==> src/rtl/cmd_issuer_pkg.sv <==
// cmd_issuer_pkg: shared state encoding, bus instruction codes and sizing helper
package cmd_issuer_pkg;

    typedef enum logic [1:0] {IDLE, ISSUE, WAIT_WR, WAIT_RD} state_t;

    localparam logic [1:0] INSTR_IDLE  = 2'b00;
    localparam logic [1:0] INSTR_WRITE = 2'b10;
    localparam logic [1:0] INSTR_READ  = 2'b11;

    function automatic int msel_width(input int n);
        return (n > 1) ? $clog2(n) : 1;
    endfunction

endpackage

==> src/rtl/cmd_issuer_if.sv <==
// cmd_issuer_if: flattened per-master command bus, master 0 in the LSBs of every field
interface cmd_issuer_if #(
    parameter int NUM_MASTERS = 2,
    parameter int ADDR_LEN    = 12,
    parameter int DATA_LEN    = 8,
    parameter int BURST_LEN   = 12,
    parameter int SLAVE_LEN   = 2
);
    logic [NUM_MASTERS*ADDR_LEN-1:0]  address_m;
    logic [NUM_MASTERS*DATA_LEN-1:0]  data_m;
    logic [NUM_MASTERS*BURST_LEN-1:0] burst_num_m;
    logic [NUM_MASTERS*SLAVE_LEN-1:0] slave_select_m;
    logic [NUM_MASTERS*2-1:0]         instruction_m;
    logic [NUM_MASTERS-1:0]           tx_done_m;
    logic [NUM_MASTERS-1:0]           rx_done_m;
    logic [NUM_MASTERS-1:0]           new_rx_m;
    logic [NUM_MASTERS*DATA_LEN-1:0]  new_data_m;

    modport master (
        output address_m, data_m, burst_num_m, slave_select_m, instruction_m,
        input  tx_done_m, rx_done_m, new_rx_m, new_data_m
    );

    modport slave (
        input  address_m, data_m, burst_num_m, slave_select_m, instruction_m,
        output tx_done_m, rx_done_m, new_rx_m, new_data_m
    );
endinterface

==> src/rtl/cmd_issuer_btn_sync.sv <==
// btn_sync_edge: two-flop synchroniser for a raw button with a registered one-clock rising-edge pulse
module btn_sync_edge (
    input  logic clk,
    input  logic reset,
    input  logic btn,
    output logic pulse
);
    logic [2:0] sync;

    always_ff @(posedge clk or posedge reset)
        if (reset) begin
            sync  <= '0;
            pulse <= 1'b0;
        end else begin
            sync  <= {sync[1:0], btn};
            pulse <= sync[1] & ~sync[2];
        end
endmodule

==> src/rtl/cmd_issuer.sv <==
// cmd_issuer: button-triggered single command issuer onto one of several bus masters,
// with read-beat capture, completion timeout and abort
module cmd_issuer
    import cmd_issuer_pkg::*;
#(
    parameter int NUM_MASTERS    = 2,
    parameter int ADDR_LEN       = 12,
    parameter int DATA_LEN       = 8,
    parameter int BURST_LEN      = 12,
    parameter int SLAVE_LEN      = 2,
    parameter int TIMEOUT_CYCLES = 4096,
    localparam int MSEL_W        = msel_width(NUM_MASTERS)
) (
    input  logic                 clk,
    input  logic                 reset,
    input  logic [ADDR_LEN-1:0]  cmd_addr,
    input  logic [DATA_LEN-1:0]  cmd_data,
    input  logic [BURST_LEN-1:0] cmd_burst,
    input  logic [SLAVE_LEN-1:0] cmd_slave,
    input  logic                 cmd_read,
    input  logic [MSEL_W-1:0]    cmd_master,
    input  logic                 btn_go,
    input  logic                 btn_abort,
    cmd_issuer_if.master         bus,
    output logic [DATA_LEN-1:0]  read_data,
    output logic [BURST_LEN-1:0] beat_count,
    output logic                 busy,
    output logic                 done,
    output logic                 error
);
    localparam int CNT_W = (TIMEOUT_CYCLES > 1) ? $clog2(TIMEOUT_CYCLES) : 1;
    localparam logic [CNT_W-1:0] CNT_LAST = CNT_W'(TIMEOUT_CYCLES - 1);

    state_t               state;
    logic                 go_p, abort_p;
    logic [ADDR_LEN-1:0]  sh_addr;
    logic [DATA_LEN-1:0]  sh_data;
    logic [BURST_LEN-1:0] sh_burst;
    logic [SLAVE_LEN-1:0] sh_slave;
    logic                 sh_read;
    logic [MSEL_W-1:0]    sh_master;
    logic [CNT_W-1:0]     cnt;
    logic [31:0]          sel;
    logic                 tx_sel, rx_sel, nrx_sel, fin;
    logic [DATA_LEN-1:0]  nrx_data;

    btn_sync_edge u_go    (.clk(clk), .reset(reset), .btn(btn_go),    .pulse(go_p));
    btn_sync_edge u_abort (.clk(clk), .reset(reset), .btn(btn_abort), .pulse(abort_p));

    assign sel      = 32'(sh_master);
    assign tx_sel   = bus.tx_done_m[sh_master];
    assign rx_sel   = bus.rx_done_m[sh_master];
    assign nrx_sel  = bus.new_rx_m[sh_master];
    assign nrx_data = bus.new_data_m[sel*DATA_LEN +: DATA_LEN];
    assign fin      = (state == WAIT_RD) ? rx_sel : tx_sel;

    // busy gates the lanes, so only the latched master ever sees non-zero fields
    assign bus.address_m      = busy ? (NUM_MASTERS*ADDR_LEN)'(sh_addr) << (sel*ADDR_LEN) : '0;
    assign bus.data_m         = (busy && !sh_read) ? (NUM_MASTERS*DATA_LEN)'(sh_data) << (sel*DATA_LEN) : '0;
    assign bus.burst_num_m    = busy ? (NUM_MASTERS*BURST_LEN)'(sh_burst) << (sel*BURST_LEN) : '0;
    assign bus.slave_select_m = busy ? (NUM_MASTERS*SLAVE_LEN)'(sh_slave) << (sel*SLAVE_LEN) : '0;
    assign bus.instruction_m  = busy ? (NUM_MASTERS*2)'(sh_read ? INSTR_READ : INSTR_WRITE) << (sel*2)
                                     : {NUM_MASTERS{INSTR_IDLE}};

    always_ff @(posedge clk or posedge reset)
        if (reset) begin
            state      <= IDLE;
            busy       <= 1'b0;
            done       <= 1'b0;
            error      <= 1'b0;
            sh_addr    <= '0;
            sh_data    <= '0;
            sh_burst   <= '0;
            sh_slave   <= '0;
            sh_read    <= 1'b0;
            sh_master  <= '0;
            cnt        <= '0;
            read_data  <= '0;
            beat_count <= '0;
        end else begin
            done <= 1'b0;
            case (state)
                IDLE:
                    if (go_p && !abort_p) begin
                        if (32'(cmd_master) >= NUM_MASTERS) begin
                            error <= 1'b1;
                        end else begin
                            sh_addr    <= cmd_addr;
                            sh_data    <= cmd_data;
                            sh_burst   <= cmd_burst;
                            sh_slave   <= cmd_slave;
                            sh_read    <= cmd_read;
                            sh_master  <= cmd_master;
                            beat_count <= '0;
                            error      <= 1'b0;
                            busy       <= 1'b1;
                            state      <= ISSUE;
                        end
                    end
                ISSUE:
                    if (abort_p) begin
                        busy  <= 1'b0;
                        state <= IDLE;
                    end else begin
                        cnt   <= '0;
                        state <= sh_read ? WAIT_RD : WAIT_WR;
                    end
                default:
                    if (abort_p) begin
                        busy  <= 1'b0;
                        state <= IDLE;
                    end else begin
                        if (state == WAIT_RD && nrx_sel) begin
                            read_data  <= nrx_data;
                            beat_count <= beat_count + BURST_LEN'(~&beat_count);
                        end
                        // a completion strobe on the last allowed cycle beats the timeout
                        if (fin) begin
                            done  <= 1'b1;
                            busy  <= 1'b0;
                            state <= IDLE;
                        end else if (cnt == CNT_LAST) begin
                            error <= 1'b1;
                            busy  <= 1'b0;
                            state <= IDLE;
                        end else begin
                            cnt <= cnt + 1'b1;
                        end
                    end
            endcase
        end
endmodule

==> src/flat_wrapper.sv <==
// flat-port wrapper written by rule: the top's interface ports become plain ports
module cmd_issuer_flat import cmd_issuer_pkg::*;
#(
    parameter int NUM_MASTERS    = 2,
    parameter int ADDR_LEN       = 12,
    parameter int DATA_LEN       = 8,
    parameter int BURST_LEN      = 12,
    parameter int SLAVE_LEN      = 2,
    parameter int TIMEOUT_CYCLES = 4096,
    localparam int MSEL_W        = msel_width(NUM_MASTERS)
)
  (clk, reset, cmd_addr, cmd_data, cmd_burst, cmd_slave, cmd_read, cmd_master, btn_go, btn_abort, read_data, beat_count, busy, done, error, bus_address_m, bus_data_m, bus_burst_num_m, bus_slave_select_m, bus_instruction_m, bus_tx_done_m, bus_rx_done_m, bus_new_rx_m, bus_new_data_m);
  cmd_issuer_if #(.NUM_MASTERS(NUM_MASTERS), .ADDR_LEN(ADDR_LEN), .DATA_LEN(DATA_LEN), .BURST_LEN(BURST_LEN), .SLAVE_LEN(SLAVE_LEN)) bus_i ();
  input  logic clk;
  input  logic reset;
  input  logic [ADDR_LEN-1:0] cmd_addr;
  input  logic [DATA_LEN-1:0] cmd_data;
  input  logic [BURST_LEN-1:0] cmd_burst;
  input  logic [SLAVE_LEN-1:0] cmd_slave;
  input  logic cmd_read;
  input  logic [MSEL_W-1:0] cmd_master;
  input  logic btn_go;
  input  logic btn_abort;
  output logic [DATA_LEN-1:0] read_data;
  output logic [BURST_LEN-1:0] beat_count;
  output logic busy;
  output logic done;
  output logic error;
  output wire logic [$bits(bus_i.address_m)-1:0] bus_address_m;
  output wire logic [$bits(bus_i.data_m)-1:0] bus_data_m;
  output wire logic [$bits(bus_i.burst_num_m)-1:0] bus_burst_num_m;
  output wire logic [$bits(bus_i.slave_select_m)-1:0] bus_slave_select_m;
  output wire logic [$bits(bus_i.instruction_m)-1:0] bus_instruction_m;
  input wire logic [$bits(bus_i.tx_done_m)-1:0] bus_tx_done_m;
  input wire logic [$bits(bus_i.rx_done_m)-1:0] bus_rx_done_m;
  input wire logic [$bits(bus_i.new_rx_m)-1:0] bus_new_rx_m;
  input wire logic [$bits(bus_i.new_data_m)-1:0] bus_new_data_m;
  assign bus_address_m = bus_i.address_m;
  assign bus_data_m = bus_i.data_m;
  assign bus_burst_num_m = bus_i.burst_num_m;
  assign bus_slave_select_m = bus_i.slave_select_m;
  assign bus_instruction_m = bus_i.instruction_m;
  assign bus_i.tx_done_m = bus_tx_done_m;
  assign bus_i.rx_done_m = bus_rx_done_m;
  assign bus_i.new_rx_m = bus_new_rx_m;
  assign bus_i.new_data_m = bus_new_data_m;
  cmd_issuer #(.NUM_MASTERS(NUM_MASTERS), .ADDR_LEN(ADDR_LEN), .DATA_LEN(DATA_LEN), .BURST_LEN(BURST_LEN), .SLAVE_LEN(SLAVE_LEN), .TIMEOUT_CYCLES(TIMEOUT_CYCLES)) u_core (.clk(clk), .reset(reset), .cmd_addr(cmd_addr), .cmd_data(cmd_data), .cmd_burst(cmd_burst), .cmd_slave(cmd_slave), .cmd_read(cmd_read), .cmd_master(cmd_master), .btn_go(btn_go), .btn_abort(btn_abort), .bus(bus_i), .read_data(read_data), .beat_count(beat_count), .busy(busy), .done(done), .error(error));
endmodule
==> config.mk <==
export PLATFORM = sky130hd
export DESIGN_NAME = cmd_issuer_flat
export DESIGN_NICKNAME = d
export VERILOG_FILES = /design/src/rtl/cmd_issuer_pkg.sv /design/src/rtl/cmd_issuer_if.sv /design/src/rtl/cmd_issuer_btn_sync.sv /design/src/rtl/cmd_issuer.sv /design/src/flat_wrapper.sv
export SDC_FILE = /design/constraint.sdc
export NUM_CORES = 1
export LEC_CHECK = 0
export ABC_CLOCK_PERIOD_IN_PS = 3100
export BUFFER_PORTS_ARGS = -buffer_cell sky130_fd_sc_hd__buf_2
export CAP_MARGIN = 20
export CORE_UTILIZATION = 43
export CTS_CLUSTER_SIZE = 40
export DETAILED_ROUTE_END_ITERATION = 10
export GPL_TIMING_DRIVEN = 0
export PLACE_DENSITY = 0.71
export REMOVE_ABC_BUFFERS = 1
export SLEW_MARGIN = 10
export SYNTH_ARGS = -nofsm -noshare
export SYNTH_HDL_FRONTEND = slang
export SYNTH_SLANG_ARGS = --single-unit
==> constraint.sdc <==
create_clock -name clk -period 3.1 [get_ports clk]
set_clock_uncertainty 0.2 [all_clocks]
set_input_delay 0.155 -clock clk [delete_from_list [all_inputs] [get_ports clk]]
set_output_delay 0.155 -clock clk [all_outputs]
set_load 0.05 [all_outputs]
**Word level (Yosys, flattened, before mapping)**

Index checks and enable logic that the tools add are counted.

- ROM bits: 0
- Bits in latches: 0
- Bits of input ports: 62
- Output and inout port bits: 95
- Register bits: 81
- Memories: 0
- RAM bits: 0

- Eq/ne operators: 9
- Shift-type cells: 6
- Add/sub/neg operators: 2
- $mul: 1
- Mux-type cells: 43
- Bitwise gates (word level): 8
- Divide/modulo/power cells: 0
- Magnitude comparators: 1
- Reduce and logical (&&, ||, !) cells: 20

Operators with widths:

| kind | count |
|---|---|
| two-way mux 12 bit | 7 |
| left shift 12 x 32 -> 24 bit | 2 |
| two-way mux 24 bit | 2 |
| case mux 12 bit (2 select lines) | 2 |
| two-way mux 1 bit | 21 |
| two-way mux 16 bit | 1 |
| variable part select 16 x 5 -> 8 bit | 1 |
| left shift 8 x 4 -> 16 bit | 1 |
| adder 12 x 1 -> 12 bit | 1 |
| adder 12 x 1 -> 12 bit (second input constant) | 1 |
| == test 12 bit (second input constant) | 1 |
| AND reduction 12 bit | 1 |
| two-way mux 2 bit | 5 |
| two-way mux 4 bit | 2 |
| inequality test 2 bit (second input constant) | 4 |
| AND reduction 4 bit | 2 |
| NOT 1 bit | 6 |
| AND reduction 3 bit | 2 |
| AND reduction 5 bit | 1 |
| nonzero test 5 bit | 1 |
| inequality test 2 x 1 -> 1 bit (second input constant) | 2 |
| case mux 1 bit (2 select lines) | 2 |
| case mux 2 bit (2 select lines) | 1 |
| AND reduction 2 bit | 2 |
| other kinds (13) | 19 |

**Depth between registers and ports, before layout**

- Depth after elaboration: 6
- Depth in mapped cells: 7
- Gate-level depth less buffers: 7

**Modules after synthesis**

A second synthesis with hierarchy kept.

- Cells, all modules: 457
- Area, all modules: 4149.0 sq um

By module, submodules not included:

| module | times used | sequential area each (sq um) | cells each | area each (sq um) |
|---|---|---|---|---|
| cmd_issuer | 1 | 1826.8 | 445 | 3913.8 |
| btn_sync_edge | 2 | 100.1 | 6 | 117.6 |

**Worst setup path after synthesis**

OpenSTA, ideal clock, no wires.

- Path kind: register -> output
- Start point: register u_core.busy
- End point: output bus_address_m[10]
- Arrival time: 2.201 ns
- Cell stages (with the launch flop): 5
- Buffers on the path: 1
- Required time: 2.745 ns
- Path slack: 0.544 ns
- Cell sequence: dfrtp_1 inv_1 nor2_1 clkbuf_1 and2_1

- Longest elaborated chain between the ends: 1

Ends and longest elaborated chain:

| element | RTL line | text |
|---|---|---|
| from (decl) | cmd_issuer.sv:27 | `output logic busy,` |
| from (signal assigned) | cmd_issuer.sv:68 | `busy <= 1'b0;` |
| from (signal assigned) | cmd_issuer.sv:96 | `busy <= 1'b1;` |
| from (signal assigned) | cmd_issuer.sv:102 | `busy <= 1'b0;` |
| two-way mux 24 bit | cmd_issuer.sv:58 | `assign bus.address_m = busy ? (NUM_MASTERS*ADDR_LEN)'(sh_addr) << (sel*ADDR_LEN) : '0;` |
| to (decl) | flat_wrapper.sv:29 | `output wire logic [$bits(bus_i.address_m)-1:0] bus_address_m;` |

No other way between the ends.

**Final worst setup path**

- Start point: register u_core.busy
- End point: output bus_data_m[4]

- Longest elaborated chain between the ends: 2

Ends and longest elaborated chain:

| element | RTL line | text |
|---|---|---|
| logical AND 1 bit | cmd_issuer.sv:59 | `assign bus.data_m = (busy && !sh_read) ? (NUM_MASTERS*DATA_LEN)'(sh_data) << (sel*DATA_LEN) : '0;` |
| two-way mux 16 bit | cmd_issuer.sv:59 |  |
| to (decl) | flat_wrapper.sv:30 | `output wire logic [$bits(bus_i.data_m)-1:0] bus_data_m;` |

No other way between the ends.

==> impl_metrics.toml <==
[timing]
period_share = 0.928
rsz0062_at_grt = "false"
finalCriticalPeriod_ns = 2.88
worst_slew_pin_slew_ns = 0.856
fmax_mhz = 348
setup_ws_ns = 0.224
slew_headroom = 0.426
maxSlewViolCount = 0
setup_viol = 0
hold_viol = 0

[global_routing]
antenna_found_initial = 0
track_usage = 0.224
gr-total-overflow = 0
grt_max_degree = 52
first_global_vias = 3679
grt_first_pass_wirelength_um = 17600

[route]
ant_nets = 0
via_per_inst = 5.16
first_iter_violations = 135
wl_per_cell_um = 15.0
first_pass_iters = 4
dr_total_vias = 3722
wl_um = 10800
drc = 0

[final_layout]
drive_gt1_frac = 0.382
final_cell_mix = "buf_2, dfrtp_1, dlygate4sd3_1"
antennaDiodeCount = 0
finalNetCount = 652
fillers = 772
area_growth_pct = 41.6
layout.cells.non_filler = 721
postLayoutCellArea_sq_mm = 0.00578
final_common_cell = "buf_2"

[worst_setup_path]
reg2reg_from = "u_core.sh_master$_DFFE_PP0P_"
cp.required_ns = 2.74
cp_max_fo = 31
timing.rr.end = "u_core.beat_count[10]$_DFFE_PP0P_"
setup.worst_path.start_class = "flop"
end_kind = "primary output"
path_class = "flop to primary output"
arrival_ns = 2.52
ff2ff_setup_slack_ns = 0.41
rr_worst_depth = 5

[yosys]
yosysUniqueCellTypes = 48
synthFlopType = "dfrtp_1"
avgSynthCellArea_sq_um = 10.7
yosys_warnings = 0
synth_edf_count = 0
synthArstFlopShare = 1.00
ys_ff_latch = 81
syn-cell-area_sq_mm = 0.00408
synthCells = 381
ys_seq_area_frac = 0.496

[clock_network]
root_buffer = "clkbuf_8"
clkSinkCount = 81
clk_latency_ns = 0.35
cts_buffer_depth = 2
cts_made_buffers = 9
htreeDepth = 3
path_clk_slew_ns = 0.08
cts_setup_buffers = 0
cts_tree = "done"

[placed_design]
dp_hpwl_um = 7000
dpl_worst_slack_ns = 0.0697
portBuffers = 156
place_inst = 649
placed_area_sq_mm = 0.00501
place.gp.congestion = 0.893

[hold_path]
hold_end = "u_core.done$_DFF_PP0_"
holdCritStartpoint = "bus_rx_done_m[1]"
min_path_cells = 4
hp-class = "input port to flop"

[floorplanning]
rows = 35
dieArea_sq_mm = 0.00989
die_w_um = 99.4
initial_core_util = 0.442
ios = 157
core-area_sq_mm = 0.00924
die_y_um = 99.4

[power]
powerDensity_mw_per_mm2 = 1030
leakage_nw = 2.92
peakVddDrop_v = 0.000734

[outcome]
status = "finished clean"

[run]
maxCapViolations = 0
where the power goes:
| part | switching, mW | internal [mW] | total (mW) |
|---|---|---|---|
| sequential | 0.461 | 1.43 | 1.89 |
| clock | 0.398 | 0.400 | 0.798 |
| combinational | 2.30 | 0.982 | 3.28 |
| total | 3.16 | 2.81 | 5.97 |
worst max-delay path by stage:
stage / start / to / cells after the start
after floorplan: u_core.u_abort.pulse$_DFF_PP0_ / u_core.beat_count[10]$_DFFE_PP0P_ / 5
after global placement: u_core.u_abort.pulse$_DFF_PP0_ / u_core.beat_count[10]$_DFFE_PP0P_ / 5
after detailed placement: u_core.sh_master$_DFFE_PP0P_ / u_core.beat_count[10]$_DFFE_PP0P_ / 5
after CTS: u_core.busy$_DFFE_PP0P_ / bus_burst_num_m[9] / 4
after global routing: u_core.busy$_DFFE_PP0P_ / bus_data_m[5] / 4
final: u_core.busy$_DFFE_PP0P_ / bus_data_m[4] / 4
through the flow:
stage	TNS [ns]	utilization	hold WS, ns	power, mW
floorplan	-17.76	-	-0.0136	4.23
global placement	-98.69	0.533	0.0645	4.97
detailed placement	0	0.542	-0.0126	5.06
CTS	-0.741	0.624	0.150	5.96
global route	0	0.626	0.164	6.28
finish	0	0.626	0.138	5.97
logic make-up (layout without fill, tap and decap cells):
kind of cell	Yosys count	after routing	share of synthesized area
flip-flops	81	81	0.496
multiplexers	48	48	0.131
AND/OR/NAND/NOR	160	161	0.226
buffers and inverters	30	240	0.0322
AO/OA/AOI/OAI	50	50	0.0852
adder cells (fa/ha/maj)	3	3	0.00919
XOR/XNOR	9	9	0.0193
synth_stat cells, types with 4 or more instances:
library cell,instances,area (sq um)
dfrtp_1,81,2030
and2_1,50,313
mux2_2,36,405
and3_1,31,194
nor2_1,22,82.6
a21oi_1,19,95.1
nand2_1,17,63.8
clkbuf_1,11,41.3
mux2i_1,10,100
nand3_1,10,50.1
inv_1,9,33.8
xor2_1,9,78.8
buf_2,6,30.0
o21ai_0,6,30.0
nand4_1,5,31.3
and4_1,4,35.0
nor2b_1,4,25.0
o211ai_1,4,30.0
metal layers:
layer	track usage	wire length, um
met1	0.286	4780
met2	0.389	5400
met3	0.0337	490
met4	0.0792	174
met5	0	0
final cells by class:
cell class	count	area [sq um]	area share
clock buffers	11	141	0.0244
clock inverters	5	63.8	0.0110
inverters	9	36.3	0.00627
multi-input cells	271	1950	0.337
flip-flops and latches	81	2030	0.351
well taps	129	161	0.0279
repair buffers	215	1400	0.242
state kept, by name, indices dropped and copies added, names as in the netlist, 2 cells and up:
| signal | flops |
|---|---|
| u_core.u_abort.sync | 3 |
| u_core.sh_addr | 12 |
| u_core.u_go.sync | 3 |
| u_core.sh_data | 8 |
| u_core.read_data | 8 |
| u_core.sh_slave | 2 |
| u_core.beat_count | 12 |
| u_core.cnt | 12 |
| u_core.state | 2 |
| u_core.sh_burst | 12 |
critical path: stages (launching register included):
cell and delay, ns:
dfrtp_2 0.70, inv_1 0.24, nor3_1 0.73, and2_1 0.23, buf_2 0.26
repair_timing:
| action | 4_1_cts | 5_1_grt |
|---|---|---|
| resized for setup | 0 | 3 |
| cloned | 0 | 1 |
| hold buffers | 55 | 0 |
| hold endpoints to repair | 116 | 0 |
| pin swaps | 0 | 1 |
| endpoints found under the setup margin | 35 | 38 |
Power figures use the tool's default switching activity.
